**src/rtl/wb_byte_master_pkg.sv**
```systemverilog
// Shared constants and state type for the byte-stream-to-Wishbone bridge.
package wb_byte_master_pkg;

  localparam int BYTE_W = 8;
  localparam int WORD_W = 32;

  localparam logic [7:0] OP_WRITE = 8'h01;
  localparam logic [7:0] OP_READ  = 8'h02;

  localparam logic [7:0] ST_ACK   = 8'h00;
  localparam logic [7:0] ST_ERR   = 8'h01;
  localparam logic [7:0] ST_TMO   = 8'h02;
  localparam logic [7:0] ST_RTY   = 8'h03;
  localparam logic [7:0] ST_BADOP = 8'hFE;

  typedef enum logic [2:0] {
    S_IDLE  = 3'd0,
    S_ADDR  = 3'd1,
    S_WDATA = 3'd2,
    S_BUS   = 3'd3,
    S_RESP  = 3'd4
  } state_e;

endpackage

```
**src/rtl/wb_byte_master_shreg.sv**
```systemverilog
// 32-bit byte shift register: bytes enter at the LSB end and leave from the MSB end,
// so a word loaded MSB-first is shifted out MSB-first.
module wb_byte_master_shreg
  import wb_byte_master_pkg::*;
(
  input  logic              clk_i,
  input  logic              rst_n_i,
  input  logic              ld_word_i,
  input  logic [WORD_W-1:0] word_i,
  input  logic              ld_byte_i,
  input  logic [BYTE_W-1:0] byte_i,
  input  logic              shift_i,
  output logic [WORD_W-1:0] word_o
);

  logic [WORD_W-1:0] sr_q;

  always_ff @(posedge clk_i or negedge rst_n_i) begin
    if (!rst_n_i) begin
      sr_q <= '0;
    end else if (ld_word_i) begin
      sr_q <= word_i;
    end else if (ld_byte_i) begin
      sr_q <= {sr_q[WORD_W-BYTE_W-1:0], byte_i};
    end else if (shift_i) begin
      sr_q <= {sr_q[WORD_W-BYTE_W-1:0], {BYTE_W{1'b0}}};
    end
  end

  assign word_o = sr_q;

endmodule

```
**src/rtl/wb_byte_master.sv**
```systemverilog
// Byte-stream-to-Wishbone bridge: decodes host command frames into single classic
// read/write cycles and streams back a status byte plus read data.
module wb_byte_master
  import wb_byte_master_pkg::*;
#(
  parameter int TIMEOUT = 255
) (
  input  logic        wb_clk_i,
  input  logic        wb_rst_n_i,
  input  logic [7:0]  rx_data_i,
  input  logic        rx_valid_i,
  output logic        rx_ready_o,
  output logic [7:0]  tx_data_o,
  output logic        tx_valid_o,
  input  logic        tx_ready_i,
  output logic [31:0] wbm_adr_o,
  output logic [31:0] wbm_dat_o,
  output logic [3:0]  wbm_sel_o,
  output logic        wbm_we_o,
  output logic        wbm_cyc_o,
  output logic        wbm_stb_o,
  output logic [2:0]  wbm_cti_o,
  output logic [1:0]  wbm_bte_o,
  input  logic [31:0] wbm_dat_i,
  input  logic        wbm_ack_i,
  input  logic        wbm_err_i,
  input  logic        wbm_rty_i,
  output logic        busy_o
);

  localparam logic [15:0] TMO_LIM = 16'(TIMEOUT);

  state_e      state_q;
  logic [2:0]  cnt_q;
  logic [15:0] tmo_q;
  logic [15:0] tmo_d;
  logic        we_q;
  logic        cyc_q;
  logic [3:0]  sel_q;
  logic        rx_ready_q;
  logic        tx_valid_q;
  logic [7:0]  tx_data_q;
  logic        busy_q;
  logic [7:0]  status_d;

  logic        rx_fire;
  logic        tx_fire;
  logic        op_ok;
  logic        term;
  logic        bus_done;
  logic        adr_ld;
  logic        dat_ld;
  logic        dat_cap;
  logic        dat_shift;
  logic [31:0] adr_word;
  logic [31:0] dat_word;

  assign rx_fire   = rx_valid_i & rx_ready_q;
  assign tx_fire   = tx_valid_q & tx_ready_i;
  assign op_ok     = (rx_data_i == OP_WRITE) || (rx_data_i == OP_READ);
  assign term      = wbm_ack_i | wbm_err_i | wbm_rty_i;
  assign tmo_d     = tmo_q + 16'd1;
  // A termination in the final allowed cycle still beats the timeout via status_d.
  assign bus_done  = term || (tmo_d == TMO_LIM);
  assign adr_ld    = rx_fire && (state_q == S_ADDR);
  assign dat_ld    = rx_fire && (state_q == S_WDATA);
  assign dat_cap   = (state_q == S_BUS) && wbm_ack_i && !we_q;
  assign dat_shift = (state_q == S_RESP) && tx_fire && (cnt_q != 3'd0);

  always_comb begin
    if (wbm_ack_i) begin
      status_d = ST_ACK;
    end else if (wbm_err_i) begin
      status_d = ST_ERR;
    end else if (wbm_rty_i) begin
      status_d = ST_RTY;
    end else begin
      status_d = ST_TMO;
    end
  end

  wb_byte_master_shreg u_adr (
    .clk_i     (wb_clk_i),
    .rst_n_i   (wb_rst_n_i),
    .ld_word_i (1'b0),
    .word_i    ('0),
    .ld_byte_i (adr_ld),
    .byte_i    (rx_data_i),
    .shift_i   (1'b0),
    .word_o    (adr_word)
  );

  // Holds the write payload going out, then the read word coming back.
  wb_byte_master_shreg u_dat (
    .clk_i     (wb_clk_i),
    .rst_n_i   (wb_rst_n_i),
    .ld_word_i (dat_cap),
    .word_i    (wbm_dat_i),
    .ld_byte_i (dat_ld),
    .byte_i    (rx_data_i),
    .shift_i   (dat_shift),
    .word_o    (dat_word)
  );

  always_ff @(posedge wb_clk_i or negedge wb_rst_n_i) begin
    if (!wb_rst_n_i) begin
      state_q    <= S_IDLE;
      cnt_q      <= '0;
      tmo_q      <= '0;
      we_q       <= 1'b0;
      cyc_q      <= 1'b0;
      sel_q      <= '0;
      rx_ready_q <= 1'b0;
      tx_valid_q <= 1'b0;
      tx_data_q  <= '0;
      busy_q     <= 1'b0;
    end else begin
      unique case (state_q)
        S_IDLE: begin
          rx_ready_q <= 1'b1;
          if (rx_fire) begin
            busy_q <= 1'b1;
            cnt_q  <= '0;
            if (op_ok) begin
              we_q    <= (rx_data_i == OP_WRITE);
              state_q <= S_ADDR;
            end else begin
              rx_ready_q <= 1'b0;
              tx_valid_q <= 1'b1;
              tx_data_q  <= ST_BADOP;
              state_q    <= S_RESP;
            end
          end
        end

        S_ADDR, S_WDATA: begin
          if (rx_fire) begin
            cnt_q <= cnt_q + 3'd1;
            if (cnt_q == 3'd3) begin
              cnt_q <= '0;
              if ((state_q == S_ADDR) && we_q) begin
                state_q <= S_WDATA;
              end else begin
                state_q    <= S_BUS;
                rx_ready_q <= 1'b0;
                cyc_q      <= 1'b1;
                sel_q      <= 4'hF;
                tmo_q      <= '0;
              end
            end
          end
        end

        S_BUS: begin
          tmo_q <= tmo_d;
          if (bus_done) begin
            cyc_q      <= 1'b0;
            sel_q      <= '0;
            tx_valid_q <= 1'b1;
            tx_data_q  <= status_d;
            cnt_q      <= dat_cap ? 3'd4 : 3'd0;
            state_q    <= S_RESP;
          end
        end

        S_RESP: begin
          // cnt_q counts response bytes still queued behind the one on tx_data_o.
          if (tx_fire) begin
            if (cnt_q == 3'd0) begin
              tx_valid_q <= 1'b0;
              busy_q     <= 1'b0;
              rx_ready_q <= 1'b1;
              state_q    <= S_IDLE;
            end else begin
              tx_data_q <= dat_word[31:24];
              cnt_q     <= cnt_q - 3'd1;
            end
          end
        end

        default: state_q <= S_IDLE;
      endcase
    end
  end

  assign rx_ready_o = rx_ready_q;
  assign tx_data_o  = tx_data_q;
  assign tx_valid_o = tx_valid_q;
  assign wbm_adr_o  = adr_word;
  assign wbm_dat_o  = dat_word;
  assign wbm_sel_o  = sel_q;
  assign wbm_we_o   = we_q;
  assign wbm_cyc_o  = cyc_q;
  assign wbm_stb_o  = cyc_q;
  assign wbm_cti_o  = 3'b000;
  assign wbm_bte_o  = 2'b00;
  assign busy_o     = busy_q;

endmodule

```
**config.mk**
```make
export PLATFORM = sky130hd
export DESIGN_NAME = wb_byte_master
export DESIGN_NICKNAME = d
export VERILOG_FILES = /design/src/rtl/wb_byte_master_pkg.sv /design/src/rtl/wb_byte_master_shreg.sv /design/src/rtl/wb_byte_master.sv
export SDC_FILE = /design/constraint.sdc
export NUM_CORES = 1
export LEC_CHECK = 0
export CORE_MARGIN = 1.5
export CORE_UTILIZATION = 43
export DETAILED_ROUTE_END_ITERATION = 6
export PLACE_DENSITY = 0.8
export SYNTH_ARGS = -nofsm -noshare
export SYNTH_HDL_FRONTEND = slang
export SYNTH_SLANG_ARGS = --single-unit
```
**constraint.sdc**
```tcl
create_clock -name wb_clk_i -period 2.7 [get_ports wb_clk_i]
set_clock_uncertainty 0.05 [all_clocks]
set_input_delay 0.405 -clock wb_clk_i [delete_from_list [all_inputs] [get_ports wb_clk_i]]
set_output_delay 0.405 -clock wb_clk_i [all_outputs]
set_load 0.1 [all_outputs]
```
==> impl_metrics.json <==
{
  "post_drt_wl_per_cell_um": 16.4,
  "synthTopCellsByArea": "dfrtp_1 (50%), mux2_2 (7.5%), o21ai_0 (7.0%)",
  "rsz0062_at_grt": "false",
  "numCtsBuffers": 9,
  "cts_root_buffer": "clkbuf_16",
  "multi_input_area_um2": 2350,
  "r2r_cells": 8,
  "grt_use_total_pct": 21.0,
  "drcViolationCount": 0,
  "endpoint": "cnt_q[0]",
  "synthMostInstantiatedCell": "dfrtp_1",
  "dieArea_um2": 12200,
  "critPathKind": "reg -> reg",
  "setup_viol": 0,
  "fin_cells": 779,
  "busiest_layer": "met2",
  "syn_to_final_growth_pct": 33.7,
  "portBuffers": 128,
  "yosysTopAreaCell": "dfrtp_1",
  "antenna_found_initial": 0,
  "startpoint_type": "flop",
  "r2r-end": "cnt_q[0]",
  "dp_cells": 761,
  "die_h_um": 111,
  "synth.distinct_cells": 52,
  "drv_slew": 0,
  "ys_seq_elements": 99,
  "ys_seq_area_share_pct": 49.7,
  "synthDominantCellAreaShare_pct": 49.7,
  "synth_flop_cell": "dfrtp_1",
  "r2r-start": "tmo_q[0]",
  "grt_util_met2_pct": 34.6,
  "clock_latency_ps": 350,
  "synth_edf_count": 0,
  "core-area_um2": 11400,
  "slew_headroom_pct": 65.1,
  "num_vias": 4275,
  "fillerInstances": 931,
  "wl_mm": 12.8,
  "p_per_area_nw_per_um2": 478,
  "setup-tns-final_ps": 0,
  "grt_pass1_wl_mm": 21.0,
  "ys_top_cells_by_count": "dfrtp_1 (99), o21ai_0 (70), nand2_1 (59), mux2_2 (33), mux2i_1 (32)",
  "dieWidth_um": 111,
  "firstDrtPassIters": 6,
  "syn_avg_cell_area_um2": 10.0,
  "drt_iter0_markers": 389,
  "p_total_mw": 3.18,
  "crit_fanout": 8,
  "gp_congestion": 0.891,
  "syn_area_um2": 4980,
  "cts.clk_slew.worst_paths_ps": 70,
  "timing.fmax_mhz": 385,
  "tightest_slew_ps": 522,
  "period_minus_slack_ps": 2600,
  "first_global_vias": 4271,
  "diodes": 0,
  "place_ws_ps": -15.6,
  "nets": 684,
  "arrival_ps": 2780,
  "dp.final_hpwl_mm": 9.05,
  "ctsHtreeMaxLevel": 3,
  "cp-startpoint": "tmo_q[0]",
  "area.sequential_um2": 2480,
  "worst_slack_ps": 102,
  "drv_cap": 0,
  "end_kind": "flop",
  "hold_violations": 0,
  "r2r_setup_slack_ps": 100,
  "grt_max_degree": 87,
  "vdd_drop_max_uv": 473,
  "cts.sinks": 99,
  "finalCritPeriodShare_pct": 96.2,
  "met1_usage_pct": 26.0,
  "syn_inst": 498,
  "status": "finished, final reports clean",
  "gr-total-overflow": 0,
  "avgViaCountPerCell": 5.49,
  "clockBufferDepth": 2,
  "io_pins": 134,
  "cts_tree": "built",
  "crit_required_ps": 2880,
  "async_flop_share_pct": 100,
  "drive_gt1_share_pct": 27.2,
  "start_util_pct": 43.8,
  "yosys_warnings": 0,
  "grt_use_met3_pct": 6.81,
  "power_leakage_nw": 3.01,
  "hp-class": "in -> async",
  "final_antenna_net_count": 0,
  "num_rows": 39
}
## through the flow
step                      hold WS [ps]  instance area [um2]  utilization, %
after floorplan                   59.4                 4990               -
after global placement             222                 6300            55.4
after detailed placement           225                 6300            55.4
after CTS                          394                 6630            58.3
after global routing               418                 6660            58.6
final                              395                 6660            58.6
## flip-flops by register name, indices dropped and copies added (netlist names)
register      count
u_dat.word_o     32
tx_valid_o        1
tx_data_o         8
wbm_sel_o         1
tmo_q            16
busy_o            1
wbm_we_o          1
rx_ready_o        1
u_adr.word_o     32
state_q           3
cnt_q             3
## power breakdown
part           internal [mW]  switching [mW]  leakage, nW
clock                  0.643           0.610        0.137
combinational          0.109           0.288         1.65
sequential              1.51          0.0251         1.22
## per-layer routing
layer | vias up | wire [um] | share of wire [%]
met5 | - | 0 | 0
met2 | 174 | 6290 | 49
met4 | 0 | 188 | 1.5
met3 | 22 | 933 | 7.3
met1 | 2053 | 5370 | 42
li1 | 2026 | - | -
## how the worst min path moves through the flow
stage,start,to,cells past startpoint
final,wb_rst_n_i,wbm_sel_o[2],2
after global routing,wb_rst_n_i,wbm_sel_o[2],2
after CTS,wb_rst_n_i,wbm_sel_o[2],2
after detailed placement,wb_rst_n_i,wbm_sel_o[2],1
after global placement,wb_rst_n_i,wbm_sel_o[2],1
after floorplan,wb_rst_n_i,busy_o,0
## cell usage in the layout, fill, tap and decap left out, types with 15 or more instances in the layout
cell type        count
mux2i_1             32
nand3_1             15
nand2_1             59
nor2_1              25
mux2_2              33
a21oi_1             15
buf_4              104
dfrtp_1             97
o21ai_0             70
clkdlybuf4s50_1     45
## worst max-delay path: stages (launching register included)
cell and delay (ps):
dfrtp_1 420, buf_4 170, and4_1 180, or4_1 500
o21ai_0 100, a32oi_1 110, o31a_4 460, nor2_4 160
mux2_1 330
## final cells by class
cell class	instances	area share (%)
timing repair buffer	154	19.8
multi-input combinational	357	35.3
sequential	99	37.2
clock inverter	6	0.921
inverter	11	0.620
clock buffer	9	3.38
tap	143	2.69
## logic make-up after synthesis
| group | count (synthesis) | share of synthesized area [%] |
|---|---|---|
| buffers and inverters | 46 | 4.50 |
| AND/OR/NAND/NOR | 144 | 14.1 |
| flip-flops | 99 | 49.7 |
| other | 1 | 0.0753 |
| multiplexers | 69 | 14.9 |
| AO/OA/AOI/OAI | 130 | 14.7 |
| XOR/XNOR | 4 | 0.704 |
| adder cells (fa/ha/maj) | 5 | 1.26 |
## repair_timing
| item | in CTS | in global routing |
|---|---|---|
| gates resized for setup | 5 | 5 |
| buffers inserted | 1 | 1 |
| setup endpoints to repair | 3 | 6 |
| hold buffers | 1 | 0 |
| hold endpoints to repair | 13 | 0 |
| pin swaps | 3 | 3 |
Power figures use the tool's default switching activity.
